`config.mk`:
```
export PLATFORM = sky130hd
export DESIGN_NAME = mips_muldiv
export DESIGN_NICKNAME = d
export VERILOG_FILES = /design/src/rtl/mips_muldiv.sv
export SDC_FILE = /design/constraint.sdc
export NUM_CORES = 1
export LEC_CHECK = 0
export ABC_AREA = 1
export CORE_MARGIN = 2
export CORE_UTILIZATION = 35
export DETAILED_ROUTE_END_ITERATION = 10
export DONT_BUFFER_PORTS = 1
export GPL_TIMING_DRIVEN = 0
export PLACE_DENSITY_LB_ADDON = 0.25
export SETUP_SLACK_MARGIN = 0.1
export SLEW_MARGIN = 20
export SYNTH_ARGS = -nofsm -noshare
export SYNTH_HDL_FRONTEND = slang
export SYNTH_SLANG_ARGS = --single-unit
export TNS_END_PERCENT = 10
```
`constraint.sdc`:
```
create_clock -name clk -period 5.6 [get_ports clk]
set_input_delay 0.84 -clock clk [delete_from_list [all_inputs] [get_ports clk]]
set_output_delay 0.84 -clock clk [all_outputs]
set_load 0.01 [all_outputs]
```
`src/rtl/mips_muldiv.sv`:
```
// mips_muldiv: iterative multiply/divide unit that owns the MIPS HI/LO registers.
// Handles MULTU/MULT/DIVU/DIV (op 00/01/10/11) over WIDTH+1 busy cycles, plus
// MTHI/MTLO writes while idle.
// Optional feature: define MIPS_MULDIV_DIVZERO_EN to add the dz output and a
// one-cycle early completion for divides by zero.
//
// Handshake: start is sampled only while busy=0. An accepted start makes busy=1
// on the following cycle; busy drops and done pulses for exactly one cycle when
// hi/lo hold the new result. A start seen while busy=1 is dropped, not queued.
module mips_muldiv #(
    parameter int WIDTH = 32
) (
    input  logic             clk,
    input  logic             reset,
    input  logic             start,
    input  logic [1:0]       op,
    input  logic [WIDTH-1:0] a,
    input  logic [WIDTH-1:0] b,
    input  logic             hi_we,
    input  logic             lo_we,
    input  logic [WIDTH-1:0] wdata,
    output logic             busy,
    output logic             done,
    output logic [WIDTH-1:0] hi,
    output logic [WIDTH-1:0] lo
`ifdef MIPS_MULDIV_DIVZERO_EN
    ,
    output logic             dz
`endif
);

    localparam int CW = $clog2(WIDTH);

    typedef enum logic [1:0] {
        S_IDLE = 2'd0,
        S_RUN  = 2'd1,
        S_FIX  = 2'd2
    } state_e;

    state_e             state_q, state_d;
    logic [CW-1:0]      count_q, count_d;
    logic               is_div_q, is_div_d;
    logic               neg_res_q, neg_res_d;   // product/quotient needs negation
    logic               neg_rem_q, neg_rem_d;   // remainder follows dividend sign
    logic [WIDTH-1:0]   opnd_q, opnd_d;         // |multiplicand| or |divisor|
    logic [2*WIDTH-1:0] acc_q, acc_d;           // {upper, lower} working register
    logic [WIDTH-1:0]   hi_q, hi_d;
    logic [WIDTH-1:0]   lo_q, lo_d;
    logic               done_q, done_d;
`ifdef MIPS_MULDIV_DIVZERO_EN
    logic               dz_q, dz_d;
    logic               dz_pend_q, dz_pend_d;
`endif

    // Operand magnitudes; unsigned ops pass operands through untouched.
    logic             sign_a, sign_b;
    logic [WIDTH-1:0] mag_a, mag_b;
    assign sign_a = op[0] & a[WIDTH-1];
    assign sign_b = op[0] & b[WIDTH-1];
    assign mag_a  = sign_a ? -a : a;
    assign mag_b  = sign_b ? -b : b;

    // Shift-add step: acc = {partial product, remaining multiplier bits}.
    logic [WIDTH:0]     mul_sum;
    logic [2*WIDTH-1:0] mul_next;
    assign mul_sum  = {1'b0, acc_q[2*WIDTH-1:WIDTH]} + (acc_q[0] ? {1'b0, opnd_q} : '0);
    assign mul_next = {mul_sum, acc_q[WIDTH-1:1]};

    // Restoring step: acc = {partial remainder, dividend/quotient bits}.
    // The shifted remainder can reach WIDTH+1 bits, so the compare is done at
    // that width; when it succeeds the true difference is below the divisor,
    // so its low WIDTH bits are the whole answer.
    logic [WIDTH:0]     div_shift;
    logic               div_ge;
    logic [WIDTH-1:0]   div_diff;
    logic [2*WIDTH-1:0] div_next;
    assign div_shift = {acc_q[2*WIDTH-1:WIDTH], acc_q[WIDTH-1]};
    assign div_ge    = div_shift >= {1'b0, opnd_q};
    assign div_diff  = div_shift[WIDTH-1:0] - opnd_q;
    assign div_next  = {(div_ge ? div_diff : div_shift[WIDTH-1:0]), acc_q[WIDTH-2:0], div_ge};

    // Sign correction applied on the FIX edge.
    logic [2*WIDTH-1:0] prod_fix;
    logic [WIDTH-1:0]   quo_fix, rem_fix;
    assign prod_fix = neg_res_q ? -acc_q : acc_q;
    assign quo_fix  = neg_res_q ? -acc_q[WIDTH-1:0] : acc_q[WIDTH-1:0];
    assign rem_fix  = neg_rem_q ? -acc_q[2*WIDTH-1:WIDTH] : acc_q[2*WIDTH-1:WIDTH];

    // Next-state, datapath and HI/LO update logic.
    always_comb begin
        state_d   = state_q;
        count_d   = count_q;
        is_div_d  = is_div_q;
        neg_res_d = neg_res_q;
        neg_rem_d = neg_rem_q;
        opnd_d    = opnd_q;
        acc_d     = acc_q;
        hi_d      = hi_q;
        lo_d      = lo_q;
        done_d    = 1'b0;
`ifdef MIPS_MULDIV_DIVZERO_EN
        dz_d      = 1'b0;
        dz_pend_d = dz_pend_q;
`endif
        unique case (state_q)
            S_IDLE: begin
                if (hi_we) hi_d = wdata;
                if (lo_we) lo_d = wdata;
                if (start) begin
                    is_div_d  = op[1];
                    neg_res_d = sign_a ^ sign_b;
                    neg_rem_d = sign_a;
                    count_d   = '0;
                    state_d   = S_RUN;
                    if (op[1]) begin
                        opnd_d = mag_b;
                        acc_d  = {{WIDTH{1'b0}}, mag_a};
                    end else begin
                        opnd_d = mag_a;
                        acc_d  = {{WIDTH{1'b0}}, mag_b};
                    end
`ifdef MIPS_MULDIV_DIVZERO_EN
                    dz_pend_d = 1'b0;
                    // Divide by zero completes on the very next edge: the FIX
                    // edge restores the dividend sign into hi, lo is forced.
                    if (op[1] && (b == '0)) begin
                        dz_pend_d = 1'b1;
                        acc_d     = {mag_a, {WIDTH{1'b1}}};
                        state_d   = S_FIX;
                    end
`endif
                end
            end
            S_RUN: begin
                acc_d   = is_div_q ? div_next : mul_next;
                count_d = count_q + CW'(1);
                if (count_q == CW'(WIDTH - 1)) begin
                    count_d = '0;
                    state_d = S_FIX;
                end
            end
            S_FIX: begin
                if (is_div_q) begin
                    hi_d = rem_fix;
                    lo_d = quo_fix;
                end else begin
                    hi_d = prod_fix[2*WIDTH-1:WIDTH];
                    lo_d = prod_fix[WIDTH-1:0];
                end
`ifdef MIPS_MULDIV_DIVZERO_EN
                if (dz_pend_q) lo_d = '1;
                dz_d      = dz_pend_q;
                dz_pend_d = 1'b0;
`endif
                done_d  = 1'b1;
                state_d = S_IDLE;
            end
            default: state_d = S_IDLE;
        endcase
    end

    // State and datapath registers with synchronous reset.
    always_ff @(posedge clk) begin
        if (reset) begin
            state_q   <= S_IDLE;
            count_q   <= '0;
            is_div_q  <= 1'b0;
            neg_res_q <= 1'b0;
            neg_rem_q <= 1'b0;
            opnd_q    <= '0;
            acc_q     <= '0;
            hi_q      <= '0;
            lo_q      <= '0;
            done_q    <= 1'b0;
`ifdef MIPS_MULDIV_DIVZERO_EN
            dz_q      <= 1'b0;
            dz_pend_q <= 1'b0;
`endif
        end else begin
            state_q   <= state_d;
            count_q   <= count_d;
            is_div_q  <= is_div_d;
            neg_res_q <= neg_res_d;
            neg_rem_q <= neg_rem_d;
            opnd_q    <= opnd_d;
            acc_q     <= acc_d;
            hi_q      <= hi_d;
            lo_q      <= lo_d;
            done_q    <= done_d;
`ifdef MIPS_MULDIV_DIVZERO_EN
            dz_q      <= dz_d;
            dz_pend_q <= dz_pend_d;
`endif
        end
    end

    assign busy = (state_q != S_IDLE);
    assign done = done_q;
    assign hi   = hi_q;
    assign lo   = lo_q;
`ifdef MIPS_MULDIV_DIVZERO_EN
    assign dz   = dz_q;
`endif

endmodule

```
==> impl_metrics.csv, run 1 <==
group,metric,value,unit
outcome,status,"finished clean",
worst_setup_path,crit_path_cell_trace,"buf_2, clkbuf_1, nand2_1, inv_1, ha_1, inv_1, fa_1, inv_1, nand2_1, nand3_1, nand3_1, nand2_1, nand2_1, nand2_1, nand2_1, nand3_1, nand2_1, inv_1, nand2_1, a21oi_1",
synth,ys_types,50,
worst_setup_path,cp_slowest_cell,"clkbuf_1",
clocking,cts_buffers,17,
global_route,grt_pass1_vias,20000,
synth,synth.area.mux_share,0,%
worst_setup_path,cp-start-kind,"register",
synth,synth_area_leader_cell,"nand2_1",
worst_setup_path,path_max_fanout,10,
clocking,cts_max_level,4,
placement,place_inst,4004,
synth,synth_cells,3324,
synth,synthAdderAreaFrac,5.05,%
finish,drive_gt1_share,3.49,%
floorplan,rows,83,
clocking,clk_pin_slew,0.07,ns
synth,synth_top_family_by_area,"simple AND/OR/NAND/NOR gates",
sta,slew_headroom,31.9,%
routing,via_per_inst,5.52,
placement,portBuffers,0,
power,ir_drop,0.269,mV
finish,post-route-util,38.2,%
worst_setup_path,arrival,3.93,ns
sta,hold_viol,0,
sta,setup_tns,0,ns
placement,gp_congestion,1.04,
power,power_switching_share,45.9,%
routing,vias,22300,
sta,maxSlewViolCount,0,
power,combPwrFrac,41.0,%
synth,ys_seq_area_share,18.9,%
routing,drc_errors,0,
routing,drt-initial-drc-count,2742,
power,pwr-share-clk,26.9,%
sta,setup_violations,0,
worst_setup_path,criticalPathCategory,"register to register",
synth,syn_nets,3499,
synth,synth.avg_cell_area,5.46,µm²
finish,postLayoutCellArea,19600,µm²
clocking,ctsRootBufferMaster,"clkbuf_16",
synth,synth_area_leaders,"nand2_1 (20%), dfxtp_1 (19%), inv_1 (10%), nand3_1 (10%), a21oi_1 (7.0%)",
clocking,cts_tree,"built",
worst_setup_path,cp_top_family,"buffers and inverters",
finish,syn2layout_area_growth,8.01,%
clocking,hold_buffers,0,
clocking,cts_resized,0,
synth,synth_top_area_share,20.1,%
hold_path,hold_class,"register to register",
routing,drt-total-wl,84600,µm
finish,n_antenna_cell,0,
floorplan,initial_core_util,35.4,%
worst_setup_path,slowest_delay,0.47,ns
global_route,grt.overflow.total,0,
synth,synth_area,18100,µm²
global_route,grt_pass1_wl,124000,µm
placement,place_area,19000,µm²
sta,timing.hold.ws,0.472,ns
worst_setup_path,cp.required,5.99,ns
clocking,clkLatencyLatePin,0.49,ns
sta,rsz0062_at_grt,"false",
sta,finalCritPeriodShare,63.2,%
synth,synth_compound_area_share,18.6,%
finish,finalNetCount,3518,
power,intPower,2490,µW
sta,worstMarginPinSlew,1.02,ns
routing,first_pass_iters,6,
synth,synth-xor-area-share,2.51,%
clocking,cts_max_path_buffers,2,
power,power_density,235,nW/µm²
placement,hpwl,69900,µm
worst_setup_path,end_kind,"register",
flow_run,drv_cap,0,
global_route,grt_max_degree,19,
clocking,post_cts_buffers,0,
global_route,grtUsageTotal,30.7,%
floorplan,core-area,51300,µm²
routing,ant_nets,0,
worst_setup_path,worst-path-buf-inv,6,
worst_setup_path,cp_common_cell,"nand2_1",
power,power_switching,2110,µW
synth,synth.most_common_cell,"nand2_1",
synth,synth_edf_count,0,
clocking,clock-sinks,171,
sta,fmax,283,MHz
synth,postSynth.asyncResetShare,0,%
global_route,grt_antenna_before_repair,0,
floorplan,die_h,232,µm
power,p_leak,0.00974,µW
synth,synth_common_cells,"nand2_1 (973), inv_1 (488), nand3_1 (364), nor2_1 (295), a21oi_1 (255)",
synth,ys.warnings.count,0,
power,p_seq_share,32.1,%
floorplan,die-width,232,µm
routing,wire_per_inst,21.0,µm
floorplan,die_area,53700,µm²
synth,ys_seq_elements,171,
sta,min_period,3.54,ns
floorplan,num_io_pins,169,
finish,final_cells,4035,
sta,finClkSkew,0.0249,ns
synth,synth-simple-area-share,41.8,%
synth,ys.flop_type,"dfxtp_1",
metrics by stage:
step           setup slack [ns]  total power [µW]
5_1_grt                    1.88              4840
2_1_floorplan              3.21              2720
4_1_cts                    2.16              4540
3_5_place_dp               2.19              3320
6_report                   2.06              4610
3_3_place_gp               2.20              3320
layout make-up:
type	instances	area, µm²
fillers	5909	31700
multi-input cells	2531	12300
flip-flops and latches	171	3420
inverters	495	1860
well taps	680	851
plain buffers	127	529
clock buffers	17	425
clock inverters	14	175
cells in the final DEF (no fill, tap or decap), types with 5 or more instances in the layout:
| cell type | instances |
|---|---|
| xor2_1 | 48 |
| nand4_1 | 50 |
| clkbuf_16 | 17 |
| a21oi_1 | 255 |
| nor3_1 | 29 |
| dfxtp_1 | 171 |
| nand3b_1 | 9 |
| inv_6 | 5 |
| o21ai_2 | 5 |
| o21bai_1 | 10 |
| inv_1 | 488 |
| o21ai_1 | 9 |
| nor2_2 | 12 |
| buf_2 | 23 |
| or2_2 | 9 |
| o211ai_1 | 21 |
| nand3_1 | 364 |
| a22oi_1 | 9 |
| ha_1 | 70 |
| buf_1 | 15 |
| nand2_1 | 973 |
| nor2_1 | 295 |
| a21boi_0 | 5 |
| clkbuf_1 | 85 |
| nand2_2 | 12 |
| o21ai_0 | 245 |
| nand3_2 | 5 |
| a31oi_1 | 40 |
| a21o_1 | 7 |
registers in the layout (all words and copies together) (netlist names):
name	flops
acc_q	64
count_q	5
done	1
hi	32
is_div_q	1
lo	32
neg_rem_q	1
neg_res_q	1
opnd_q	32
state_q	2
final timing paths:
kind / depth (start not counted) / slack [ns] / to / from
max reg2reg: 20 / 2.06 / acc_q[61] / acc_q[0]
min: 2 / 0.47 / count_q[4] / count_q[4]
min reg2reg: 2 / 0.47 / count_q[4] / count_q[4]
max: 20 / 2.06 / acc_q[61] / acc_q[0]
power by group through the flow:
stage | Sequential [µW] | Combinational (µW) | Clock, µW
6_report | 1480 | 1890 | 1240
5_1_grt | 1480 | 2080 | 1280
4_1_cts | 1470 | 1830 | 1240
3_5_place_dp | 1500 | 1820 | 0
3_3_place_gp | 1500 | 1820 | 0
2_1_floorplan | 1420 | 1300 | 0
cell families (layout without fill, tap and decap cells):
| logic type | after synthesis | in the layout |
|---|---|---|
| buffers and inverters | 622 | 653 |
| adder cells (fa/ha/maj) | 72 | 72 |
| XOR/XNOR | 52 | 52 |
| flip-flops | 171 | 171 |
| AND/OR/NAND/NOR | 1784 | 1784 |
| AO/OA/AOI/OAI | 623 | 623 |
routing by layer:
layer	up-vias	global-route usage, %	wire, µm
met1	10200	42.6	36500
li1	10800	-	-
met5	-	0	0
met4	0	14.5	4380
met3	183	5.59	8240
met2	1100	45.8	35500
tightest hold or removal path, cell delays in order (launching register included):
cell and delay, ns:
dfxtp_1 0.32, nand2_1 0.06, a21oi_1 0.05
Power figures use the tool's default switching activity.
==> inputs of run 2 (changes only) <==
==> constraint.sdc (replaced) <==
create_clock -name clk -period 3.4 [get_ports clk]
set_input_delay 0.51 -clock clk [delete_from_list [all_inputs] [get_ports clk]]
set_output_delay 0.51 -clock clk [all_outputs]
set_load 0.01 [all_outputs]
==> run 2 against run 1 <==
Compared with the run above:
- critical path depth is 1 lower
- combinational power is 64% higher
- die area stayed put
- global-route usage hardly changed
- non-clock buffer count is 1 lower
- hold slack worse by 0.28 ns
- clock-buffer cell count stayed put
- core utilization hardly changed
- sequential cell count stayed put
- critical path type unchanged
- largest power group unchanged
- highest routed layer unchanged
==> impl_metrics.csv, run 2 (synthesis results as in run 1) <==
group,metric,value,unit
outcome,status,"finished clean",
power,ir_drop,0.447,mV
finish,postLayoutCellArea,19600,µm²
finish,drive_gt1_share,3.52,%
power,p_leak,0.00974,µW
worst_setup_path,path_max_fanout,18,
finish,finalNetCount,3517,
power,power_density,387,nW/µm²
routing,first_pass_iters,6,
worst_setup_path,cp.required,3.79,ns
sta,setup_violations,0,
routing,drt-total-wl,84500,µm
worst_setup_path,crit_path_cell_trace,"buf_2, nand2_1, inv_1, ha_1, inv_1, fa_1, inv_1, nand2_1, nand3_1, nand3_1, nand2_1, nand2_1, nand2_1, nand2_1, nand3_1, nand2_1, inv_1, nand2_1, a21oi_1",
routing,ant_nets,0,
global_route,grt.overflow.total,0,
clocking,cts_max_level,4,
floorplan,initial_core_util,35.4,%
worst_setup_path,slowest_delay,0.44,ns
sta,min_period,3.19,ns
floorplan,rows,83,
global_route,grt_pass1_wl,124000,µm
finish,syn2layout_area_growth,7.99,%
clocking,clk_pin_slew,0.07,ns
worst_setup_path,arrival,3.58,ns
finish,largest-register,"acc_q",
sta,setup_tns,0,ns
finish,final_cell_mix,"nand2_1 (973), inv_1 (488), nand3_1 (364)",
sta,rsz0062_at_grt,"true",
finish,largest_reg_flops,64,
floorplan,num_io_pins,169,
clocking,cts_tree,"built",
finish,n_antenna_cell,0,
flow_run,drv_cap,0,
routing,drt-initial-drc-count,2730,
worst_setup_path,cp-start-kind,"register",
clocking,clock-sinks,171,
hold_path,hold_class,"primary input to register",
placement,hpwl,69900,µm
floorplan,die-width,232,µm
global_route,grt_antenna_before_repair,0,
sta,hold_viol,0,
routing,wire_per_inst,20.9,µm
sta,slew_headroom,33.3,%
clocking,ctsRootBufferMaster,"clkbuf_16",
floorplan,die_area,53700,µm²
worst_setup_path,end_kind,"register",
floorplan,core-area,51300,µm²
floorplan,die_h,232,µm
global_route,grtUsageTotal,30.7,%
global_route,grt_max_degree,19,
sta,worstMarginPinSlew,1.00,ns
routing,via_per_inst,5.51,
sta,finalCritPeriodShare,93.9,%
routing,drc_errors,0,
sta,maxSlewViolCount,0,
worst_setup_path,criticalPathCategory,"register to register",
placement,portBuffers,0,
clocking,clkLatencyLatePin,0.49,ns
placement,pre_cts_ws,-0.0140,ns
clocking,post_cts_buffers,0,
clocking,hold_buffers,0,
placement,place_area,19000,µm²
clocking,cts_buffers,17,
sta,finClkSkew,0.0272,ns
sta,fmax,313,MHz
worst_setup_path,cp_common_cell,"nand2_1",
worst_setup_path,cp_slowest_cell,"buf_2",
sta,fin_ws,0.209,ns
routing,vias,22200,
finish,final_common_cell,"nand2_1",
placement,gp_congestion,1.04,
global_route,grt_pass1_vias,19900,
finish,post-route-util,38.2,%
clocking,cts_max_path_buffers,2,
run 2: cell types whose count changed in the layout (fill, tap and decap cells not counted):
| cell | change |
|---|---|
| clkbuf_1 | -2 |
| clkbuf_2 | +1 |
run 2: report_power, final:
part | internal [µW] | leakage (µW) | switching (µW)
clock network | 1050 | 0.000288 | 1000
logic | 896 | 0.00805 | 2210
registers | 2160 | 0.00141 | 275
run 2: per-layer routing:
| layer | share of wire [%] | GRT usage (%) | wire [µm] | up-vias |
|---|---|---|---|---|
| li1 | - | - | - | 10800 |
| met3 | 9.3 | 5.61 | 7880 | 194 |
| met5 | 0 | 0 | 0 | - |
| met4 | 5.3 | 14.4 | 4450 | 0 |
| met2 | 42 | 45.8 | 35400 | 1107 |
| met1 | 44 | 42.5 | 36800 | 10100 |
run 2: repair_timing:
item                                    CTS  global route
hold endpoints to repair                  0             0
endpoints found under the setup margin    6             7
resized for setup                         0             2
run 2: worst paths after layout:
check	from	end	slack [ns]	cells after the start
min	a[0]	opnd_q[0]	0.19	2
max reg2reg	acc_q[0]	acc_q[61]	0.21	19
min reg2reg	count_q[4]	count_q[4]	0.47	2
max	acc_q[0]	acc_q[61]	0.21	19
run 2: layout make-up:
cell class / count / area [µm²]
buffer: 126 / 527
clock buffer: 17 / 425
clock inverter: 14 / 175
fill: 5906 / 31700
inverter: 495 / 1860
multi-input combinational: 2531 / 12300
sequential: 171 / 3420
tap: 680 / 851
run 2: through the flow:
step	hold WS (ns)	total power, µW	cells
2_1_floorplan	0.444	4480	3324
3_3_place_gp	0.456	5470	4004
3_5_place_dp	0.464	5460	4004
4_1_cts	0.182	7470	4034
5_1_grt	0.226	7980	4034
6_report	0.193	7580	4034
run 2: critical path, delay by kind of cell (launching register included):
| family | cells | cell delay [ns] |
|---|---|---|
| AOI/OAI and AO/OA | 1 | 0.12 |
| adders and majority gates | 2 | 0.73 |
| buffers and inverters | 5 | 0.95 |
| DFF | 1 | 0.30 |
| and+or+nand+nor | 11 | 1.02 |
